===== src/rtl/mem_arbiter.sv =====
// Arbitrates one physical-memory port between the I-cache and D-cache miss paths.
// D-cache wins by default; a streak counter bounds how long a waiting I-fetch can starve.
module mem_arbiter #(
  parameter int ADDR_W       = 16,
  parameter int DATA_W       = 128,
  parameter int STARVE_LIMIT = 4
) (
  input  logic              clk,
  input  logic              reset,
  input  logic              i_read,
  input  logic [ADDR_W-1:0] i_address,
  output logic [DATA_W-1:0] i_rdata,
  output logic              i_resp,
  input  logic              d_read,
  input  logic              d_write,
  input  logic [ADDR_W-1:0] d_address,
  input  logic [DATA_W-1:0] d_wdata,
  output logic [DATA_W-1:0] d_rdata,
  output logic              d_resp,
  output logic              pmem_read,
  output logic              pmem_write,
  output logic [ADDR_W-1:0] pmem_address,
  output logic [DATA_W-1:0] pmem_wdata,
  input  logic [DATA_W-1:0] pmem_rdata,
  input  logic              pmem_resp
);

  localparam int STREAK_W = $clog2(STARVE_LIMIT + 1);
  localparam logic [STREAK_W-1:0] STREAK_MAX = STREAK_W'(STARVE_LIMIT);

  typedef enum logic [1:0] {IDLE, SERVE_I, SERVE_D, TURN} state_t;

  state_t              state;
  logic [STREAK_W-1:0] streak;
  logic                op_write;
  logic                d_pending;
  logic                d_wins;

  assign d_pending = d_read | d_write;
  assign d_wins    = d_pending && (!i_read || (streak < STREAK_MAX));

  always_ff @(posedge clk) begin
    if (!reset) begin
      state        <= IDLE;
      streak       <= '0;
      op_write     <= 1'b0;
      pmem_address <= '0;
      pmem_wdata   <= '0;
    end else begin
      case (state)
        IDLE: begin
          if (d_wins) begin
            state        <= SERVE_D;
            pmem_address <= d_address;
            pmem_wdata   <= d_wdata;
            // read+write together is resolved as a write
            op_write     <= d_write;
            if (!i_read)
              streak <= '0;
            else if (streak != STREAK_MAX)
              streak <= streak + STREAK_W'(1);
          end else if (i_read) begin
            state        <= SERVE_I;
            pmem_address <= i_address;
            pmem_wdata   <= '0;
            op_write     <= 1'b0;
            streak       <= '0;
          end
        end
        SERVE_I, SERVE_D: begin
          if (pmem_resp)
            state <= TURN;
        end
        TURN:    state <= IDLE;
        default: state <= IDLE;
      endcase
    end
  end

  // Strobes and responses decode straight from registered state, so a stray
  // pmem_resp outside SERVE_x can never produce a cache response.
  always_comb begin
    pmem_read  = (state == SERVE_I) || ((state == SERVE_D) && !op_write);
    pmem_write = (state == SERVE_D) && op_write;
    i_resp     = (state == SERVE_I) && pmem_resp;
    d_resp     = (state == SERVE_D) && pmem_resp;
  end

  assign i_rdata = pmem_rdata;
  assign d_rdata = pmem_rdata;

endmodule

===== config.mk =====
export PLATFORM = sky130hd
export DESIGN_NAME = mem_arbiter
export DESIGN_NICKNAME = d
export VERILOG_FILES = /design/src/rtl/mem_arbiter.sv
export SDC_FILE = /design/constraint.sdc
export NUM_CORES = 1
export LEC_CHECK = 0
export CAP_MARGIN = 10
export CORE_AREA = 3 3 270 272
export CTS_CLUSTER_SIZE = 30
export DETAILED_ROUTE_END_ITERATION = 6
export DIE_AREA = 0 0 273 275
export GPL_TIMING_DRIVEN = 0
export PLACE_DENSITY_LB_ADDON = 0.25
export SLEW_MARGIN = 10
export SYNTH_ARGS = -nofsm -noshare
export SYNTH_HDL_FRONTEND = slang
export SYNTH_SLANG_ARGS = --single-unit

===== constraint.sdc =====
create_clock -name clk -period 1.9 [get_ports clk]
set_input_delay 0.38 -clock clk [delete_from_list [all_inputs] [get_ports clk]]
set_output_delay 0.38 -clock clk [all_outputs]
set_load 0.01 [all_outputs]

==> qor.yml <==
outcome: "finished, final reports clean"
syn-num-nets: 1117
critPathMaxStageDelay_ns: 0.59
seq_power_share_pct: 29.3
antenna_violating_nets_post_route: 0
routabilityCongestion: 0.880
hold_violations: 0
worstPathMaxFanout: 2
endpoint_kind: "output port"
die_width_um: 273
drv_cap: 0
placement_rows: 98
critPathArrivalTime_ns: 1.43
area_growth_syn_to_layout_pct: 97.2
fp.dieArea_um2: 75100
clock_sink_count: 150
grt.total_usage_pct: 12.9
slew_viols_final: 0
layout-drive-gt1-share_pct: 24.8
setup_viol_count_final: 0
critical_path.cell_chain: "clkdlybuf4s50_1"
worst-r2r-cell-count: 9
synthesis.area_per_instance_um2: 9.52
timing.hold.worst.class: "primary input to flip-flop"
clockPowerShare_pct: 20.8
drt_pre_antenna_iters: 4
timing.critical_path.buf_inv: 1
min_cycle_time_layout_ns: 1.81
synth_area_um2: 7790
ctsHtreeMaxLevel: 4
post-route-period-util_pct: 95.5
crit-reg2reg-launch: "state[0]"
share_of_the_yosys_chip_area_belonging_to_registers_pct: 38.6
rrSetupSlack_ns: 0.14
post_synth_num_cell_types: 30
worstMarginPinSlew_ns: 0.799
swShare_pct: 37.1
post-synth-top-area-cell: "dfxtp_1"
final_util_pct: 21.6
power.share.combinational_pct: 50.0
cp_top_family: "buffers and inverters"
routed_wire_length_per_instance_um: 21.5
vdd.ir_drop.worst_mv: 0.628
synthTopCellsByArea: "dfxtp_1 39%, buf_4 25%, a32oi_1 15%"
drt_first_iter_violations: 255
grt_overflow_total: 0
cts_hold_repair.buffers: 0
net-switching-power_mw: 5.63
crit_type: "flip-flop to output port"
critical_path.startpoint: "pmem_wdata[76]"
ff_to_ff_end: "pmem_wdata[28]"
fp.coreArea_um2: 71000
post-route-drc-count: 0
pin_count: 698
tritoncts.num_buffers: 17
static-leakage-power_nw: 5.82
critical_path_cell_count: 1
post_dp_cell_area_um2: 14600
worst_skew_pair_latency_ns: 0.45
die_height_um: 275
postSynth.asyncResetShare_pct: 0
antenna_found_initial: 23
post_drt_via_cell_ratio: 3.36
critPathLaunchType: "flip-flop"
floorplan.initialDensity_pct: 11.0
clock-root-buffer: "clkbuf_16"
grt_max_degree: 17
totalWireLength_um: 51000
internal_power_mw: 9.56
buffer_ports.inserted: 565
synth_top_flop_cell: "dfxtp_1"
clkTransAtPathRegs_ns: 0.07
cts_tree: "done"
rsz0062_at_grt: "yes"
maxSlewHeadroom_pct: 46.8
yosysWarnings: 0
data_required_time_of_the_critical_path_ns: 1.52
endpoint: "pmem_wdata[76]"
vias: 7965
dpl.hpwl_um: 44300
synth_top_area_share_pct: 38.6
finalNetCount: 1701
number_of_storage_elements_in_the_synthesis_netlist: 150
p_per_area_nw_per_um2: 988
grt_first_pass_wirelength_um: 66600
maximum_clock_frequency_mhz: 551
cell_count_after_synthesis: 818
post-cts-setup-buffer-count: 0
final_standard_cell_area_without_fillers_um2: 15400
clock_path_buffers: 2
place_inst: 2333
final-instance-count-excl-fill: 2372
synth_enable_flop_cells: 0
slowest_stage: "clkdlybuf4s50_1"
fin_worst_skew_ns: 0.0129
first_global_vias: 8096
## registers in the layout (all words and copies together), names as in the netlist
| name | flops |
|---|---|
| pmem_wdata | 128 |
| pmem_address | 16 |
| streak | 3 |
| state | 2 |
| op_write | 1 |
## power groups by stage
stage	sequential [mW]	clock (mW)	combinational, mW
finish	4.44	3.15	7.58
global route	4.55	3.43	8.24
CTS	4.44	3.34	7.53
detailed placement	4.48	0	7.46
global placement	4.49	0	7.45
floorplan	4.80	0	3.15
## stage by stage
stage	hold WS (ns)	setup WS, ns	setup TNS, ns	power [mW]
6_report	0.331	0.0864	0	15.2
5_1_grt	0.332	-0.00231	-0.00231	16.2
4_1_cts	0.281	-0.0176	-0.0176	15.3
3_5_place_dp	0.482	-0.408	-20.65	11.9
3_3_place_gp	0.458	-0.396	-20.64	11.9
2_1_floorplan	0.447	0.302	0	7.95
## cell usage in the layout (no fill, tap or decap), types with 2 or more instances in the layout
cell type | Yosys | layout
a21boi_0 | 2 | 2
a21boi_1 | 3 | 3
a21oi_1 | 17 | 17
a32oi_1 | 129 | 114
a32oi_2 | 0 | 15
and2_1 | 3 | 3
buf_2 | 24 | 11
buf_4 | 262 | 265
buf_6 | 1 | 7
clkbuf_1 | 34 | 27
clkbuf_16 | 0 | 17
clkbuf_2 | 1 | 11
clkbuf_4 | 0 | 3
clkdlybuf4s50_1 | 0 | 544
clkinv_2 | 0 | 2
clkinv_4 | 0 | 4
clkinvlp_4 | 0 | 2
dfxtp_1 | 150 | 148
dfxtp_2 | 0 | 2
diode_2 | 0 | 10
dlygate4sd2_1 | 0 | 14
dlymetal6s2s_1 | 0 | 3
ha_1 | 5 | 4
inv_1 | 5 | 5
inv_6 | 0 | 2
mux2i_1 | 16 | 16
nand2_1 | 6 | 6
nand4_1 | 2 | 2
nor2b_1 | 130 | 130
o21ai_0 | 16 | 16
## synthesized netlist by cell type (all sizes together) (2+ instances only)
cell,count
a21boi,5
a21oi,17
a32oi,129
and2,3
buf,288
clkbuf,35
dfxtp,150
ha,5
inv,5
mux2i,16
nand2,6
nand4,2
nor2b,130
o21ai,16
## cell type report
type                            count  area (um^2)
Multi-Input combinational cell    340         2650
Inverter                            5         18.8
Clock buffer                       19          443
Tap cell                          950         1190
Sequential cell                   150         3010
Timing Repair Buffer              565         5630
Fill cell                        7757        55600
Antenna cell                       10         25.0
Clock inverter                     10         77.6
Buffer                            323         2320
## logic make-up (layout without fill, tap and decap cells)
kind of cell	count (synthesis)	count (layout)	synth area share, %
and+or+nand+nor	143	143	11.3
other	0	10	0
AOI/OAI and AO/OA	175	175	18.2
DFF	150	150	38.6
muxes	17	17	2.20
adders and majority gates	5	5	0.803
buffers and inverters	328	922	28.9
## per-layer routing
layer	global-route usage, %	up-vias	wire, um
met3	6.31	59	5430
met2	24.2	417	27300
met1	12.2	3651	17300
met4	4.28	22	929
met5	1.22	-	123
li1	-	3816	-
## timing repair
action                     CTS  global route
gates resized for setup     44            41
setup endpoints to repair  117           105
pin swaps                    0             1
## how the worst min path moves through the flow
stage | depth (start not counted) | slack [ns] | startpoint | endpoint
final | 2 | 0.33 | reset | pmem_wdata[96]
after CTS | 3 | 0.28 | i_read | streak[1]
after floorplan | 2 | 0.45 | streak[1] | streak[1]
after global placement | 2 | 0.46 | streak[1] | streak[1]
after global routing | 3 | 0.33 | i_read | streak[1]
after detailed placement | 2 | 0.48 | streak[1] | streak[1]
No activity file was read; power rests on OpenSTA's default activity.
